$ cat src/rtl/ura_hazard_tracker_if.sv
// ura_hazard_tracker_if
// Groups the decode-side signals of the hazard tracker.
//   master : decode stage. It drives the issue, source query and MDU start signals
//            and receives stall, fwd_sel and md_busy.
//   slave  : the hazard tracker itself.
// Signals:
//   flush, issue_valid, issue_ura, issue_tnew : instruction entering stage 0
//   src_ura, src_tuse                         : decode-stage source queries
//   md_start, md_cycles                       : multiply/divide launch
//   stall, fwd_sel, md_busy                   : tracker results
interface ura_hazard_tracker_if #(
  parameter int STAGES    = 3,
  parameter int DST_PORTS = 3,
  parameter int SRC_PORTS = 2,
  parameter int TNEW_W    = 2,
  parameter int MD_BUSY_W = 4
);
  localparam int SEL_W = $clog2(STAGES + 1);

  logic                          flush;
  logic                          issue_valid;
  logic [DST_PORTS*7-1:0]        issue_ura;
  logic [TNEW_W-1:0]             issue_tnew;
  logic [SRC_PORTS*7-1:0]        src_ura;
  logic [SRC_PORTS*TNEW_W-1:0]   src_tuse;
  logic                          md_start;
  logic [MD_BUSY_W-1:0]          md_cycles;
  logic                          stall;
  logic [SRC_PORTS*SEL_W-1:0]    fwd_sel;
  logic                          md_busy;

  modport master (
    output flush, issue_valid, issue_ura, issue_tnew, src_ura, src_tuse,
           md_start, md_cycles,
    input  stall, fwd_sel, md_busy
  );

  modport slave (
    input  flush, issue_valid, issue_ura, issue_tnew, src_ura, src_tuse,
           md_start, md_cycles,
    output stall, fwd_sel, md_busy
  );
endinterface

$ cat src/rtl/ura_hazard_tracker.sv
// ura_hazard_tracker
// Scoreboard of pending register writes (7-bit unified register addresses)
// held in the stages after decode. From it the block derives the decode stall,
// a per-source forwarding select and the multiply/divide busy state.
// Ports:
//   clk   : clock
//   reset : synchronous active-high reset. Clears valid bits, rem fields and
//           the MDU counter.
//   bus   : ura_hazard_tracker_if.slave. Carries the issue, source query and
//           MDU inputs, and the stall, fwd_sel and md_busy outputs.
module ura_hazard_tracker #(
  parameter int STAGES    = 3,
  parameter int DST_PORTS = 3,
  parameter int SRC_PORTS = 2,
  parameter int TNEW_W    = 2,
  parameter int MD_BUSY_W = 4
) (
  input  logic                  clk,
  input  logic                  reset,
  ura_hazard_tracker_if.slave   bus
);
  localparam int URA_W = 7;
  localparam int SEL_W = $clog2(STAGES + 1);
  localparam logic [URA_W-1:0] URA_NONE = 7'b0000000;
  localparam logic [URA_W-1:0] URA_HI   = 7'b1000000;
  localparam logic [URA_W-1:0] URA_LO   = 7'b1000001;

  logic [STAGES-1:0]              valid_q, valid_d;
  logic [DST_PORTS*URA_W-1:0]     ura_q [STAGES];
  logic [DST_PORTS*URA_W-1:0]     ura_d [STAGES];
  logic [TNEW_W-1:0]              rem_q [STAGES];
  logic [TNEW_W-1:0]              rem_d [STAGES];
  logic [MD_BUSY_W-1:0]           md_cnt_q, md_cnt_d;

  logic                           src_stall;
  logic                           hilo_hit;
  logic                           mdu_active;
  logic                           stall_c;
  logic                           load_s0;
  logic                           found;
  logic [URA_W-1:0]               src;
  logic [TNEW_W-1:0]              tuse;
  logic [SRC_PORTS*SEL_W-1:0]     fwd_sel_c;

  function automatic logic is_hilo(input logic [URA_W-1:0] u);
    return (u == URA_HI) || (u == URA_LO);
  endfunction

  // URA zero is "no register" and never matches, on either side.
  function automatic logic stage_hit(input logic [DST_PORTS*URA_W-1:0] dsts,
                                     input logic [URA_W-1:0]           s);
    logic hit;
    hit = 1'b0;
    for (int p = 0; p < DST_PORTS; p++) begin
      if ((s != URA_NONE) && (dsts[p*URA_W +: URA_W] == s)) begin
        hit = 1'b1;
      end else begin
        hit = hit;
      end
    end
    return hit;
  endfunction

  function automatic logic [TNEW_W-1:0] sat_dec(input logic [TNEW_W-1:0] r);
    return (r == '0) ? '0 : r - TNEW_W'(1);
  endfunction

  // Hazard lookup: youngest matching stage per source, plus the HI/LO interlock.
  always_comb begin
    src_stall  = 1'b0;
    hilo_hit   = 1'b0;
    fwd_sel_c  = '0;
    found      = 1'b0;
    src        = URA_NONE;
    tuse       = '0;
    mdu_active = (md_cnt_q != '0) | bus.md_start;
    for (int s = 0; s < SRC_PORTS; s++) begin
      src   = bus.src_ura[s*URA_W +: URA_W];
      tuse  = bus.src_tuse[s*TNEW_W +: TNEW_W];
      found = 1'b0;
      // Scan from the youngest stage upward; the first hit masks older stages.
      for (int k = 0; k < STAGES; k++) begin
        if (!found && valid_q[k] && stage_hit(ura_q[k], src)) begin
          found = 1'b1;
          if (rem_q[k] > tuse) begin
            src_stall = 1'b1;
          end else begin
            src_stall = src_stall;
          end
          if (rem_q[k] == '0) begin
            fwd_sel_c[s*SEL_W +: SEL_W] = SEL_W'(k + 1);
          end else begin
            fwd_sel_c[s*SEL_W +: SEL_W] = '0;
          end
        end else begin
          found = found;
        end
      end
      if (is_hilo(src)) begin
        hilo_hit = 1'b1;
      end else begin
        hilo_hit = hilo_hit;
      end
    end
    for (int p = 0; p < DST_PORTS; p++) begin
      if (bus.issue_valid && is_hilo(bus.issue_ura[p*URA_W +: URA_W])) begin
        hilo_hit = 1'b1;
      end else begin
        hilo_hit = hilo_hit;
      end
    end
    stall_c = src_stall | (mdu_active & hilo_hit);
  end

  // Next-state: shift down one stage, load stage 0, advance the MDU counter.
  always_comb begin
    load_s0    = bus.issue_valid & ~stall_c & ~bus.flush;
    valid_d[0] = load_s0;
    ura_d[0]   = load_s0 ? bus.issue_ura  : '0;
    rem_d[0]   = load_s0 ? bus.issue_tnew : '0;
    for (int k = 1; k < STAGES; k++) begin
      valid_d[k] = valid_q[k-1] & ~bus.flush;
      ura_d[k]   = ura_q[k-1];
      rem_d[k]   = sat_dec(rem_q[k-1]);
    end
    // A restart while busy simply reloads; md_cycles of 0 leaves the MDU idle.
    if (bus.md_start) begin
      md_cnt_d = bus.md_cycles;
    end else if (md_cnt_q != '0) begin
      md_cnt_d = md_cnt_q - MD_BUSY_W'(1);
    end else begin
      md_cnt_d = md_cnt_q;
    end
  end

  // State registers with synchronous reset.
  always_ff @(posedge clk) begin
    if (reset) begin
      valid_q  <= '0;
      md_cnt_q <= '0;
      for (int k = 0; k < STAGES; k++) begin
        ura_q[k] <= '0;
        rem_q[k] <= '0;
      end
    end else begin
      valid_q  <= valid_d;
      md_cnt_q <= md_cnt_d;
      for (int k = 0; k < STAGES; k++) begin
        ura_q[k] <= ura_d[k];
        rem_q[k] <= rem_d[k];
      end
    end
  end

  assign bus.stall   = stall_c;
  assign bus.fwd_sel = fwd_sel_c;
  assign bus.md_busy = (md_cnt_q != '0);

endmodule

$ cat src/flat_wrapper.sv
// flat-port wrapper written by rule: the top's interface ports become plain ports
module ura_hazard_tracker_flat 
#(
  parameter int STAGES    = 3,
  parameter int DST_PORTS = 3,
  parameter int SRC_PORTS = 2,
  parameter int TNEW_W    = 2,
  parameter int MD_BUSY_W = 4
)
  (clk, reset, bus_flush, bus_issue_valid, bus_issue_ura, bus_issue_tnew, bus_src_ura, bus_src_tuse, bus_md_start, bus_md_cycles, bus_stall, bus_fwd_sel, bus_md_busy);
  ura_hazard_tracker_if #(.STAGES(STAGES), .DST_PORTS(DST_PORTS), .SRC_PORTS(SRC_PORTS), .TNEW_W(TNEW_W), .MD_BUSY_W(MD_BUSY_W)) bus_i ();
  input  logic clk;
  input  logic reset;
  input wire logic [$bits(bus_i.flush)-1:0] bus_flush;
  input wire logic [$bits(bus_i.issue_valid)-1:0] bus_issue_valid;
  input wire logic [$bits(bus_i.issue_ura)-1:0] bus_issue_ura;
  input wire logic [$bits(bus_i.issue_tnew)-1:0] bus_issue_tnew;
  input wire logic [$bits(bus_i.src_ura)-1:0] bus_src_ura;
  input wire logic [$bits(bus_i.src_tuse)-1:0] bus_src_tuse;
  input wire logic [$bits(bus_i.md_start)-1:0] bus_md_start;
  input wire logic [$bits(bus_i.md_cycles)-1:0] bus_md_cycles;
  output wire logic [$bits(bus_i.stall)-1:0] bus_stall;
  output wire logic [$bits(bus_i.fwd_sel)-1:0] bus_fwd_sel;
  output wire logic [$bits(bus_i.md_busy)-1:0] bus_md_busy;
  assign bus_i.flush = bus_flush;
  assign bus_i.issue_valid = bus_issue_valid;
  assign bus_i.issue_ura = bus_issue_ura;
  assign bus_i.issue_tnew = bus_issue_tnew;
  assign bus_i.src_ura = bus_src_ura;
  assign bus_i.src_tuse = bus_src_tuse;
  assign bus_i.md_start = bus_md_start;
  assign bus_i.md_cycles = bus_md_cycles;
  assign bus_stall = bus_i.stall;
  assign bus_fwd_sel = bus_i.fwd_sel;
  assign bus_md_busy = bus_i.md_busy;
  ura_hazard_tracker #(.STAGES(STAGES), .DST_PORTS(DST_PORTS), .SRC_PORTS(SRC_PORTS), .TNEW_W(TNEW_W), .MD_BUSY_W(MD_BUSY_W)) u_core (.clk(clk), .reset(reset), .bus(bus_i));
endmodule
$ cat config.mk
export PLATFORM = sky130hd
export DESIGN_NAME = ura_hazard_tracker_flat
export DESIGN_NICKNAME = d
export VERILOG_FILES = /design/src/rtl/ura_hazard_tracker_if.sv /design/src/rtl/ura_hazard_tracker.sv /design/src/flat_wrapper.sv
export SDC_FILE = /design/constraint.sdc
export NUM_CORES = 1
export LEC_CHECK = 0
export ABC_CLOCK_PERIOD_IN_PS = 3740
export BUFFER_PORTS_ARGS = -buffer_cell sky130_fd_sc_hd__clkbuf_2
export CAP_MARGIN = 10
export CORE_MARGIN = 2
export CORE_UTILIZATION = 24
export DETAILED_ROUTE_END_ITERATION = 6
export GPL_ROUTABILITY_DRIVEN = 0
export PLACE_DENSITY = 0.44
export SYNTH_ARGS = -nofsm -noshare
export SYNTH_HDL_FRONTEND = slang
export SYNTH_SLANG_ARGS = --single-unit
$ cat constraint.sdc
create_clock -name clk -period 3.74 [get_ports clk]
set_input_delay 0.561 -clock clk [delete_from_list [all_inputs] [get_ports clk]]
set_output_delay 0.561 -clock clk [all_outputs]
set_load 0.05 [all_outputs]
==> reports/qor.yml <==
outcome:
  outcome: "complete, no violations"
timing:
  worst_clock_skew_ps: 5.98
  tns_ps: 0
  worst_pin_slew_ps: 889
  fmax_mhz: 294
  worst_slack_ps: 335
  setup_viol: 0
  slew_viol_final: 0
  period_needed_ps: 3410
  period_share_pct: 91.1
  max_slew_margin_pct: 40.6
  rsz0062_at_grt: "false"
  hold_viol: 0
  hold_slack_ps: 407
final_layout:
  synthToLayoutAreaGrowth_pct: 13.6
  postLayoutCoreUtil_pct: 27.8
  antenna_cells: 0
  fill_cells: 1966
  num-nets-final: 585
  drive_gt1_share_pct: 20.1
clock_tree:
  cts_tree: "built"
  holdBufCountCts: 0
  htree_num_levels: 3
  insertion_delay_ps: 340
  cts.clk_slew.worst_paths_ps: 50
  ctsLongestPathBuffers: 2
  root_buffer: "clkbuf_16"
  cts.sinks: 76
  cts_inserted_buffers: 9
  cts_setup_buffers: 0
  ctsResizeCount: 0
power:
  power_density_nw_per_um2: 372
  p_leak_uw: 0.00215
  power.internal_uw: 1420
  p_total_uw: 1940
  p_sw_share_pct: 26.7
  pwr-share-comb_pct: 13.7
  ir_worst_vdd_uv: 199
  pwr-share-seq_pct: 43.9
  power.switching_uw: 517
  clockPowerShare_pct: 42.4
placed_design:
  io_buffers: 55
  dp_slack_ps: 310
  dp_hpwl_mm: 9.14
min_path:
  min_path_type: "in2reg"
global_route:
  grt_max_degree: 52
  grt_remaining_overflow: 0
  grt_pass1_wl_mm: 19.3
  grt_use_total_pct: 12.6
  first_global_vias: 3502
  antenna_found_initial: 0
drt:
  wl_per_cell_um: 16.1
  drt_iter0_markers: 156
  via_per_inst: 4.43
  via_count: 3351
  wl_mm: 12.2
  ant_nets: 0
  first_pass_iters: 4
  drc_errors: 0
yosys:
  netlist.area_leader.share_pct: 33.2
  synth.ff_latch_count: 76
  synth.cell_area_um2: 4580
  ys_seq_area_share_pct: 33.2
  yosys_warnings: 0
  synth.distinct_cells: 46
  yosysTopAreaCell: "dfxtp_1"
  synth.area.top_cells: "dfxtp_1, xnor2_1, xor2_1, nor2b_1, nor4_2"
  syn-num-nets: 543
  netlist_instances: 477
  syn_area_per_cell_um2: 9.61
  synth_flop_cell: "dfxtp_1"
  async_reset_ff_share_pct: 0
  synth_enable_flop_cells: 0
floorplanning:
  rows: 50
  die-area_um2: 20200
  ioPinCount: 56
  start_util_pct: 24.5
  core_area_um2: 18700
  die_y_um: 142
  die_width_um: 142
critical_path:
  path_max_fanout: 10
  critPathRequiredTime_ps: 3180
  crit_type: "in2out"
  worstSetupEndpointType: "output pin"
  cp-start-kind: "input port"
  worstPathArrival_ps: 2840
run:
  drv_cap: 0
-- stage by stage --
| stage | instances | instance area (µm²) |
|---|---|---|
| final | 757 | 5210 |
| after global routing | 757 | 5210 |
| after CTS | 757 | 5210 |
| after detailed placement | 742 | 4930 |
| after global placement | 742 | 4930 |
| after floorplan | 477 | 4580 |
-- final timing paths --
| kind | from | to | slack [ps] | cells after the start |
|---|---|---|---|---|
| hold / removal | bus_flush | u_core.valid_q[2] | 410 | 2 |
| hold reg to reg | u_core.rem_q[0][2] | u_core.rem_q[0][4] | 440 | 1 |
| setup reg to reg | u_core.ura_q[0][14] | u_core.ura_q[0][1] | 1130 | 7 |
| setup / recovery | bus_src_ura[1] | bus_fwd_sel[1] | 330 | 9 |
-- critical path: stages --
cell      delay, ps
clkbuf_2        280
xnor2_1         210
nand4_1         100
nor4_1           70
o31ai_1         490
nand2_1         170
nor4_1          490
o21bai_1        180
clkbuf_2        290
-- cell type report --
cell class	instances	area (µm²)	share of cell area [%]
Multi-Input combinational cell	338	2680	51.5
Sequential cell	76	1520	29.2
Timing Repair Buffer	58	298	5.72
Tap cell	234	293	5.62
Clock buffer	12	256	4.93
Inverter	36	135	2.60
Clock inverter	3	22.5	0.433
-- power groups by stage --
| stage | registers, µW | clock network [µW] | logic [µW] |
|---|---|---|---|
| 3_5_place_dp | 868 | 0 | 269 |
| 3_3_place_gp | 868 | 0 | 264 |
| 6_report | 850 | 822 | 266 |
| 4_1_cts | 850 | 842 | 270 |
| 2_1_floorplan | 862 | 0 | 202 |
| 5_1_grt | 852 | 873 | 297 |
-- cell usage after synthesis, types with 3 or more instances --
| cell type | count |
|---|---|
| a21oi_1 | 10 |
| and3_1 | 3 |
| buf_4 | 6 |
| buf_6 | 10 |
| clkbuf_1 | 6 |
| dfxtp_1 | 76 |
| ha_1 | 16 |
| inv_1 | 36 |
| nand2_1 | 11 |
| nand3_1 | 6 |
| nand4_1 | 18 |
| nor2_1 | 13 |
| nor2b_1 | 46 |
| nor3_1 | 8 |
| nor4_1 | 27 |
| nor4_2 | 17 |
| xnor2_1 | 67 |
| xor2_1 | 61 |
-- per-layer routing --
| metal | GRT usage (%) | part of all wire [%] | up-vias | routed length, µm |
|---|---|---|---|---|
| met5 | 0 | 0 | - | 0 |
| met4 | 6.42 | 3.0 | 0 | 366 |
| met3 | 1.92 | 3.8 | 24 | 469 |
| met2 | 19.7 | 45 | 92 | 5440 |
| met1 | 16.8 | 49 | 1558 | 5920 |
| li1 | - | - | 1677 | - |
-- flip-flops by register name, summed over array words and instances (netlist names) --
register,flops
u_core.rem_q,6
u_core.ura_q,63
u_core.md_cnt_q,4
u_core.valid_q,3
-- kinds of logic (layout without fill, tap and decap cells) --
group,count (synthesis),count (layout),synth area share [%]
compound gates,27,27,4.64
xor+xnor,128,128,24.5
fa+ha+maj,16,16,4.37
buf+inv,63,109,8.30
flops,76,76,33.2
simple gates,167,167,25.0
-- layout by cell type, fill, tap and decap left out, drive strengths merged, types with 2 or more instances in the layout --
cell type / instances
or4: 2
or3: 2
o211ai: 3
clkbuf: 67
and2: 2
ha: 16
xnor2: 67
nor2: 15
nand4: 19
o21bai: 2
and3: 3
xor2: 61
dfxtp: 76
a21oi: 10
nor2b: 46
inv: 36
nor3: 9
clkinv: 3
o31ai: 2
a21o: 2
nor4: 46
nand2: 13
nand3: 8
buf: 3
(Power assumes the default switching activity.)
